--- src/rtl/decoder_seq_cc_if.sv ---
// Bus between the ROM-fetch/datapath side and the 4004-style sequencing decoder.
// The decoder connects through the slave modport; the fetch/datapath side uses master.
interface decoder_seq_cc_if #(
  parameter int DATA_W = 4,
  parameter int BANK_W = 3
);
  logic              stepEn;
  logic [7:0]        instrIn;
  logic              carryFromAlu;
  logic              zeroFromAlu;
  logic              testPin;
  logic [DATA_W-1:0] accIn;

  logic [2:0]        cycle;
  logic [3:0]        opr;
  logic [3:0]        opa;
  logic              secondWord;
  logic              aluEnable;
  logic [3:0]        aluOp;
  logic [3:0]        aluSubOp;
  logic              accWe;
  logic              regWe;
  logic              ramWe;
  logic              ramRe;
  logic              ioWe;
  logic              ioRe;
  logic              pairWe;
  logic [7:0]        pairDin;
  logic              pcLoad;
  logic              stackPush;
  logic              stackPop;
  logic              carryFlag;
  logic              zeroFlag;
  logic              ccTrue;
  logic [BANK_W-1:0] bankSel;

  modport master (
    output stepEn, instrIn, carryFromAlu, zeroFromAlu, testPin, accIn,
    input  cycle, opr, opa, secondWord, aluEnable, aluOp, aluSubOp,
           accWe, regWe, ramWe, ramRe, ioWe, ioRe, pairWe, pairDin,
           pcLoad, stackPush, stackPop, carryFlag, zeroFlag, ccTrue, bankSel
  );

  modport slave (
    input  stepEn, instrIn, carryFromAlu, zeroFromAlu, testPin, accIn,
    output cycle, opr, opa, secondWord, aluEnable, aluOp, aluSubOp,
           accWe, regWe, ramWe, ramRe, ioWe, ioRe, pairWe, pairDin,
           pcLoad, stackPush, stackPop, carryFlag, zeroFlag, ccTrue, bankSel
  );
endinterface

--- src/rtl/decoder_seq_cc.sv ---
// 4004-style instruction decoder owning the 8-phase machine cycle (A1..X3), two-word tracking and JCN condition code.
// Optional macro TEST_SYNC_EN: run testPin through a 2-flop synchroniser before the condition code.
module decoder_seq_cc #(
  parameter int DATA_W = 4,
  parameter int CYCLES = 8,
  parameter int BANK_W = 3
) (
  input logic clk,
  input logic rst,
  decoder_seq_cc_if.slave bus
);
  localparam logic [2:0] X3  = 3'(CYCLES - 1);
  localparam logic [2:0] PRE = 3'(CYCLES - 2);
  localparam logic [2:0] M2  = 3'd4;
  localparam logic [2:0] X1  = 3'd5;

  localparam logic [3:0] OP_JCN = 4'h1, OP_FIM = 4'h2, OP_JUN = 4'h4, OP_JMS = 4'h5;
  localparam logic [3:0] OP_INC = 4'h6, OP_ISZ = 4'h7, OP_ADD = 4'h8, OP_SUB = 4'h9;
  localparam logic [3:0] OP_LD  = 4'hA, OP_XCH = 4'hB, OP_BBL = 4'hC, OP_LDM = 4'hD;
  localparam logic [3:0] OP_IO  = 4'hE, OP_ACC = 4'hF;

  typedef struct packed {
    logic acc_we, reg_we, ram_we, ram_re, io_we, io_re, pair_we, pc_load, push, pop;
  } strobe_t;

  logic [2:0]        cycle_q;
  logic [3:0]        opr_q, opa_q;
  logic [7:0]        pair_q;
  logic              sw_q, carry_q, zero_q, cc_q;
  logic              sw_n, carry_n, zero_n, cc_n;
  logic [BANK_W-1:0] bank_q, bank_n;
  strobe_t           st_n, st_q;
  logic              test_pin, cond;

  function automatic strobe_t first_strobes(input logic [3:0] op, input logic [3:0] arg);
    strobe_t s;
    s = '0;
    case (op)
      OP_INC, OP_ISZ:                 s.reg_we = 1'b1;
      OP_ADD, OP_SUB, OP_LD, OP_LDM:  s.acc_we = 1'b1;
      OP_XCH: begin s.acc_we = 1'b1; s.reg_we = 1'b1; end
      OP_BBL: begin s.acc_we = 1'b1; s.pop    = 1'b1; end
      OP_IO: case (arg)
        4'h0, 4'h4, 4'h5, 4'h6, 4'h7: s.ram_we = 1'b1;
        4'h1, 4'h2:                   s.io_we  = 1'b1;
        4'h3:                         ;
        4'hA:    begin s.io_re  = 1'b1; s.acc_we = 1'b1; end
        default: begin s.ram_re = 1'b1; s.acc_we = 1'b1; end
      endcase
      OP_ACC: case (arg)
        4'h1, 4'h3, 4'hA, 4'hD, 4'hE, 4'hF: ;
        default: s.acc_we = 1'b1;
      endcase
      default: ;
    endcase
    return s;
  endfunction

  // Operand-word strobes: only the branch/stack/pair actions of the owning instruction.
  function automatic strobe_t second_strobes(input logic [3:0] op, input logic cc, input logic zf);
    strobe_t s;
    s = '0;
    case (op)
      OP_JCN: s.pc_load = cc;
      OP_FIM: s.pair_we = 1'b1;
      OP_JUN: s.pc_load = 1'b1;
      OP_JMS: begin s.pc_load = 1'b1; s.push = 1'b1; end
      OP_ISZ: s.pc_load = ~zf;
      default: ;
    endcase
    return s;
  endfunction

  function automatic logic alu_used(input logic [3:0] op, input logic [3:0] arg);
    case (op)
      OP_INC, OP_ADD, OP_SUB, OP_LD, OP_BBL, OP_LDM, OP_ACC: return 1'b1;
      OP_IO:   return (arg == 4'h8) || (arg == 4'hB);
      default: return 1'b0;
    endcase
  endfunction

`ifdef TEST_SYNC_EN
  logic test_s1, test_s2;
  always_ff @(posedge clk) begin
    if (rst) begin
      test_s1 <= 1'b1;
      test_s2 <= 1'b1;
    end else begin
      test_s1 <= bus.testPin;
      test_s2 <= test_s1;
    end
  end
  assign test_pin = test_s2;
`else
  assign test_pin = bus.testPin;
`endif

  assign cond = (~test_pin & opa_q[0]) | (carry_q & opa_q[1]) |
                ((bus.accIn == {DATA_W{1'b0}}) & opa_q[2]);

  always_comb begin
    st_n = sw_q ? second_strobes(opr_q, cc_q, zero_q) : first_strobes(opr_q, opa_q);
  end

  // State committed on the X3 -> A1 edge; secondWord clears unless a first word starts a pair.
  always_comb begin
    carry_n = carry_q;
    zero_n  = zero_q;
    sw_n    = 1'b0;
    cc_n    = cc_q;
    bank_n  = bank_q;
    if (!sw_q) begin
      case (opr_q)
        OP_JCN: begin sw_n = 1'b1; cc_n = opa_q[3] ? ~cond : cond; end
        OP_FIM:         sw_n = ~opa_q[0];
        OP_JUN, OP_JMS: sw_n = 1'b1;
        OP_ISZ: begin sw_n = 1'b1; zero_n = bus.zeroFromAlu; end
        OP_INC, OP_ADD, OP_SUB: begin
          carry_n = bus.carryFromAlu;
          zero_n  = bus.zeroFromAlu;
        end
        OP_LD, OP_LDM: zero_n = bus.zeroFromAlu;
        OP_IO: if (opa_q == 4'h8 || opa_q == 4'hB) begin
          carry_n = bus.carryFromAlu;
          zero_n  = bus.zeroFromAlu;
        end
        OP_ACC: case (opa_q)
          4'h0: begin carry_n = 1'b0; zero_n = 1'b1; end
          4'h1: carry_n = 1'b0;
          4'h3: carry_n = ~carry_q;
          4'h4, 4'hC: zero_n = bus.zeroFromAlu;
          4'h7, 4'h9: begin carry_n = 1'b0; zero_n = bus.zeroFromAlu; end
          4'hA: carry_n = 1'b1;
          4'hD: bank_n = bus.accIn[BANK_W-1:0];
          4'hE, 4'hF: ;
          default: begin carry_n = bus.carryFromAlu; zero_n = bus.zeroFromAlu; end
        endcase
        default: ;
      endcase
    end
  end

  always_ff @(posedge clk) begin
    if (rst) begin
      cycle_q <= 3'd0;
      opr_q   <= 4'h0;
      opa_q   <= 4'h0;
      pair_q  <= 8'h00;
      sw_q    <= 1'b0;
      carry_q <= 1'b0;
      zero_q  <= 1'b0;
      cc_q    <= 1'b0;
      bank_q  <= '0;
      st_q    <= '0;
    end else begin
      st_q <= '0;
      if (bus.stepEn) begin
        cycle_q <= (cycle_q == X3) ? 3'd0 : cycle_q + 3'd1;
        if (cycle_q == M2) begin
          if (sw_q) pair_q <= bus.instrIn;
          else      {opr_q, opa_q} <= bus.instrIn;
        end
        if (cycle_q == PRE) st_q <= st_n;
        if (cycle_q == X3) begin
          sw_q    <= sw_n;
          carry_q <= carry_n;
          zero_q  <= zero_n;
          cc_q    <= cc_n;
          bank_q  <= bank_n;
        end
      end
    end
  end

  assign bus.cycle      = cycle_q;
  assign bus.opr        = opr_q;
  assign bus.opa        = opa_q;
  assign bus.aluOp      = opr_q;
  assign bus.aluSubOp   = opa_q;
  assign bus.secondWord = sw_q;
  assign bus.aluEnable  = ~sw_q & (cycle_q >= X1) & alu_used(opr_q, opa_q);
  assign bus.accWe      = st_q.acc_we;
  assign bus.regWe      = st_q.reg_we;
  assign bus.ramWe      = st_q.ram_we;
  assign bus.ramRe      = st_q.ram_re;
  assign bus.ioWe       = st_q.io_we;
  assign bus.ioRe       = st_q.io_re;
  assign bus.pairWe     = st_q.pair_we;
  assign bus.pairDin    = pair_q;
  assign bus.pcLoad     = st_q.pc_load;
  assign bus.stackPush  = st_q.push;
  assign bus.stackPop   = st_q.pop;
  assign bus.carryFlag  = carry_q;
  assign bus.zeroFlag   = zero_q;
  assign bus.ccTrue     = cc_q;
  assign bus.bankSel    = bank_q;
endmodule

--- src/flat_wrapper.sv ---
// flat-port wrapper written by rule: the top's interface ports become plain ports
module decoder_seq_cc_flat 
#(
  parameter int DATA_W = 4,
  parameter int CYCLES = 8,
  parameter int BANK_W = 3
)
  (clk, rst, bus_stepEn, bus_instrIn, bus_carryFromAlu, bus_zeroFromAlu, bus_testPin, bus_accIn, bus_cycle, bus_opr, bus_opa, bus_secondWord, bus_aluEnable, bus_aluOp, bus_aluSubOp, bus_accWe, bus_regWe, bus_ramWe, bus_ramRe, bus_ioWe, bus_ioRe, bus_pairWe, bus_pairDin, bus_pcLoad, bus_stackPush, bus_stackPop, bus_carryFlag, bus_zeroFlag, bus_ccTrue, bus_bankSel);
  decoder_seq_cc_if #(.DATA_W(DATA_W), .BANK_W(BANK_W)) bus_i ();
  input logic clk;
  input logic rst;
  input wire logic [$bits(bus_i.stepEn)-1:0] bus_stepEn;
  input wire logic [$bits(bus_i.instrIn)-1:0] bus_instrIn;
  input wire logic [$bits(bus_i.carryFromAlu)-1:0] bus_carryFromAlu;
  input wire logic [$bits(bus_i.zeroFromAlu)-1:0] bus_zeroFromAlu;
  input wire logic [$bits(bus_i.testPin)-1:0] bus_testPin;
  input wire logic [$bits(bus_i.accIn)-1:0] bus_accIn;
  output wire logic [$bits(bus_i.cycle)-1:0] bus_cycle;
  output wire logic [$bits(bus_i.opr)-1:0] bus_opr;
  output wire logic [$bits(bus_i.opa)-1:0] bus_opa;
  output wire logic [$bits(bus_i.secondWord)-1:0] bus_secondWord;
  output wire logic [$bits(bus_i.aluEnable)-1:0] bus_aluEnable;
  output wire logic [$bits(bus_i.aluOp)-1:0] bus_aluOp;
  output wire logic [$bits(bus_i.aluSubOp)-1:0] bus_aluSubOp;
  output wire logic [$bits(bus_i.accWe)-1:0] bus_accWe;
  output wire logic [$bits(bus_i.regWe)-1:0] bus_regWe;
  output wire logic [$bits(bus_i.ramWe)-1:0] bus_ramWe;
  output wire logic [$bits(bus_i.ramRe)-1:0] bus_ramRe;
  output wire logic [$bits(bus_i.ioWe)-1:0] bus_ioWe;
  output wire logic [$bits(bus_i.ioRe)-1:0] bus_ioRe;
  output wire logic [$bits(bus_i.pairWe)-1:0] bus_pairWe;
  output wire logic [$bits(bus_i.pairDin)-1:0] bus_pairDin;
  output wire logic [$bits(bus_i.pcLoad)-1:0] bus_pcLoad;
  output wire logic [$bits(bus_i.stackPush)-1:0] bus_stackPush;
  output wire logic [$bits(bus_i.stackPop)-1:0] bus_stackPop;
  output wire logic [$bits(bus_i.carryFlag)-1:0] bus_carryFlag;
  output wire logic [$bits(bus_i.zeroFlag)-1:0] bus_zeroFlag;
  output wire logic [$bits(bus_i.ccTrue)-1:0] bus_ccTrue;
  output wire logic [$bits(bus_i.bankSel)-1:0] bus_bankSel;
  assign bus_i.stepEn = bus_stepEn;
  assign bus_i.instrIn = bus_instrIn;
  assign bus_i.carryFromAlu = bus_carryFromAlu;
  assign bus_i.zeroFromAlu = bus_zeroFromAlu;
  assign bus_i.testPin = bus_testPin;
  assign bus_i.accIn = bus_accIn;
  assign bus_cycle = bus_i.cycle;
  assign bus_opr = bus_i.opr;
  assign bus_opa = bus_i.opa;
  assign bus_secondWord = bus_i.secondWord;
  assign bus_aluEnable = bus_i.aluEnable;
  assign bus_aluOp = bus_i.aluOp;
  assign bus_aluSubOp = bus_i.aluSubOp;
  assign bus_accWe = bus_i.accWe;
  assign bus_regWe = bus_i.regWe;
  assign bus_ramWe = bus_i.ramWe;
  assign bus_ramRe = bus_i.ramRe;
  assign bus_ioWe = bus_i.ioWe;
  assign bus_ioRe = bus_i.ioRe;
  assign bus_pairWe = bus_i.pairWe;
  assign bus_pairDin = bus_i.pairDin;
  assign bus_pcLoad = bus_i.pcLoad;
  assign bus_stackPush = bus_i.stackPush;
  assign bus_stackPop = bus_i.stackPop;
  assign bus_carryFlag = bus_i.carryFlag;
  assign bus_zeroFlag = bus_i.zeroFlag;
  assign bus_ccTrue = bus_i.ccTrue;
  assign bus_bankSel = bus_i.bankSel;
  decoder_seq_cc #(.DATA_W(DATA_W), .CYCLES(CYCLES), .BANK_W(BANK_W)) u_core (.clk(clk), .rst(rst), .bus(bus_i));
endmodule
--- config.mk ---
export PLATFORM = sky130hd
export DESIGN_NAME = decoder_seq_cc_flat
export DESIGN_NICKNAME = d
export VERILOG_FILES = /design/src/rtl/decoder_seq_cc_if.sv /design/src/rtl/decoder_seq_cc.sv /design/src/flat_wrapper.sv
export SDC_FILE = /design/constraint.sdc
export NUM_CORES = 1
export LEC_CHECK = 0
export ABC_AREA = 1
export CAP_MARGIN = 20
export CORE_MARGIN = 2
export CORE_UTILIZATION = 45
export DETAILED_ROUTE_END_ITERATION = 16
export GPL_TIMING_DRIVEN = 0
export PLACE_DENSITY_LB_ADDON = 0.3
export SLEW_MARGIN = 10
export SYNTH_ARGS = -nofsm -noshare
export SYNTH_HDL_FRONTEND = slang
export SYNTH_SLANG_ARGS = --single-unit
--- constraint.sdc ---
create_clock -name clk -period 2 [get_ports clk]
set_input_delay 0.3 -clock clk [delete_from_list [all_inputs] [get_ports clk]]
set_output_delay 0.3 -clock clk [all_outputs]
set_load 0.02 [all_outputs]
==> results.yml <==
power:
  p_per_area_nw_per_um2: 615.7
  p_int_uw: 1202
  p_sw_uw: 398.5
  p_seq_share_pct: 46.8
  p_leak_uw: 0.001067
  swShare_pct: 24.91
  finalPower_uw: 1600
  p_clk_share_pct: 39.4
  pwr-share-comb_pct: 13.8
  worst_ir_drop_vdd_mv: 0.5655
placement:
  gp_congestion: 0.9291
  io_buffers: 61
  hpwl_microns: 3415
  place_area_sq_um: 2492
  placedCellCount: 369
critical_path:
  critPathMaxFanout: 7
  critPathKind: "flip-flop to primary output"
  required_ns: 1.70
  worstRegToRegCells: 11
  startpoint_type: "flip-flop"
  cp-end-kind: "primary output"
  critical_path_arrival_ns: 1.55
finish:
  nets: 349
  post-route-util_pct: 65.92
  stdcell_count: 377
  fillers: 359
  layout_commonest_cell: "clkdlybuf4s50_1"
  layout-drive-gt1-share_pct: 13.76
  final_area_sq_um: 2599
  final_cell_mix: "clkdlybuf4s50_1 (60), nor2_1 (50), nand2_1 (49)"
  regArea_sq_um: 724.4
  multi_input_area_sq_um: 893.4
  antenna_cells: 0
  areaGrowthSynthToFinish_pct: 42.85
synthesis:
  ys_seq_area_share_pct: 39.61
  synth_simple_gate_area_share_pct: 30.74
  yosysWarnings: 0
  synth_top_family_by_area: "simple AND/OR/NAND/NOR gates"
  synth_xor_area_share_pct: 0.4814
  ys_types: 30
  synth_compound_area_share_pct: 14.44
  syn_area_sq_um: 1819
  synth_nets: 281
  avgSynthCellArea_sq_um: 7.051
  muxShareOfSynthArea_pct: 0
  synthFlopType: "dfxtp_1"
  synth-adder-area-share_pct: 3.439
  synthCells: 258
  synth_edf_count: 0
  synth_seq_cells: 36
  async_flop_share_pct: 0
clock_network:
  htree_levels: 2
  cts.sinks: 36
  cts_buffers: 5
  cts_buffer_depth: 2
  insertion_delay_ns: 0.29
  clock-root-buffer: "clkbuf_8"
  cts_tree: "built"
  clkTransAtPathRegs_ns: 0.07
  holdBufCountCts: 0
sta:
  maxSlewHeadroom_pct: 71.91
  drv_slew: 0
  setup_viol: 0
  finClkSkew_ns: 0.008114
  max_freq_mhz: 540.5
  hold_viol_final: 0
  rsz0062_at_grt: "false"
  setup-tns-final_ns: 0
  finalCritPeriodShare_pct: 92.50
  tightest_slew_ns: 0.4201
  post-route-min-period_ns: 1.850
floorplanning:
  row_count: 23
  die_width_microns: 67.58
  dieArea_sq_um: 4567
  coreArea_sq_um: 3943
  fp.dieH_microns: 67.58
  initial_utilization_pct: 46.14
  pin_count: 63
routing:
  final_antenna_net_count: 0
  via_per_inst: 4.828
  wl_microns: 4413
  wl_per_cell_microns: 11.71
  dr.pass1.iters: 4
  first_iter_violations: 148
  vias: 1820
  drc: 0
global_routing:
  grt_pass1_vias: 1676
  overflow: 0
  antenna_found_initial: 0
  track_usage_pct: 20.91
  grt_max_degree: 12
  grt_pass1_wl_microns: 7238
run_status:
  status: "finished clean"
min_path:
  min_path_type: "primary input to flip-flop"
  min_path_cells: 2
job:
  cap_violations: 0
per-stage QoR:
stage               worst slack [ns]  hold slack [ns]
floorplan                     0.3659           0.4349
global placement             0.01719           0.4458
detailed placement          0.001663           0.4550
CTS                          0.03412           0.3445
global route                 0.03650           0.3596
finish                        0.1500           0.3521
layout make-up:
cell class | instances | share of cell area [%]
clock inverters | 2 | 1.348
well taps | 50 | 2.407
clock buffers | 6 | 2.792
multi-input cells | 180 | 34.38
plain buffers | 15 | 3.804
flip-flops and latches | 36 | 27.88
repair buffers | 61 | 23.30
inverters | 27 | 4.092
timing repair:
action | CTS | global route
resized for setup | 4 | 4
buffers inserted | 0 | 0
setup endpoints to repair | 1 | 1
synthesized netlist by cell type (2+ instances only):
master	instances	area, sq um
nor2_1	50	187.7
nand2_1	49	183.9
dfxtp_1	36	720.7
inv_1	17	63.81
a21oi_1	16	80.08
o21ai_1	12	60.06
o21ai_0	10	50.05
nand3_1	9	45.04
buf_4	8	60.06
inv_2	7	26.28
nor3_1	6	30.03
ha_1	5	62.56
a211oi_1	4	30.03
buf_2	4	20.02
nor2_2	4	25.02
a31oi_1	3	18.77
nand2_2	3	18.77
inv_4	2	12.51
nand3_2	2	20.02
critical path, cell delays in order (launching register included):
cell and delay (ns):
dfxtp_1 0.37, buf_6 0.15, inv_4 0.06, nor2_2 0.13, nand3_2 0.11, nand2_1 0.08, nand3_1 0.06, a21oi_1 0.13
buf_2 0.18
cells by family (layout without fill, tap and decap cells):
family / count (synthesis) / after routing
buffers and inverters: 42 / 111
AOI/OAI and AO/OA: 48 / 48
xor gates and xnor gates: 1 / 1
and+or+nand+nor: 126 / 126
DFF: 36 / 36
adders and majority gates: 5 / 5
flip-flops by register name (all words and copies together) (netlist names), 3 cells and up:
signal and count:
u_core.bus.aluSubOp 4, u_core.bus.pairDin 8, u_core.bus.cycle 3, u_core.bus.aluOp 4, u_core.bus.bankSel 3
worst paths after layout:
check | start | endpoint | slack [ns]
setup / recovery | u_core.bus.aluSubOp[3] | bus_aluEnable | 0.15
hold / removal | rst | u_core.bus.cycle[0] | 0.35
setup reg to reg | u_core.bus.cycle[0] | u_core.bus.carryFlag | 0.27
hold reg to reg | u_core.bus.bankSel[0] | u_core.bus.bankSel[0] | 0.46
power groups by stage:
stage	sequential, uW	combinational (uW)	clock [uW]
after floorplan	775	109	0
after global placement	763	215	0
after detailed placement	764	218	0
after CTS	748	220	640
after global routing	751	242	663
final	749	221	631
per-layer routing:
| layer | vias to the layer above | global-route usage (%) | share of wire, % |
|---|---|---|---|
| met1 | 814 | 26.07 | 45 |
| met4 | 0 | 7.653 | 1.2 |
| met3 | 5 | 4.667 | 4.6 |
| met5 | - | 0 | 0 |
| li1 | 957 | - | - |
| met2 | 44 | 35.05 | 49 |
No activity file was read; power rests on OpenSTA's default activity.
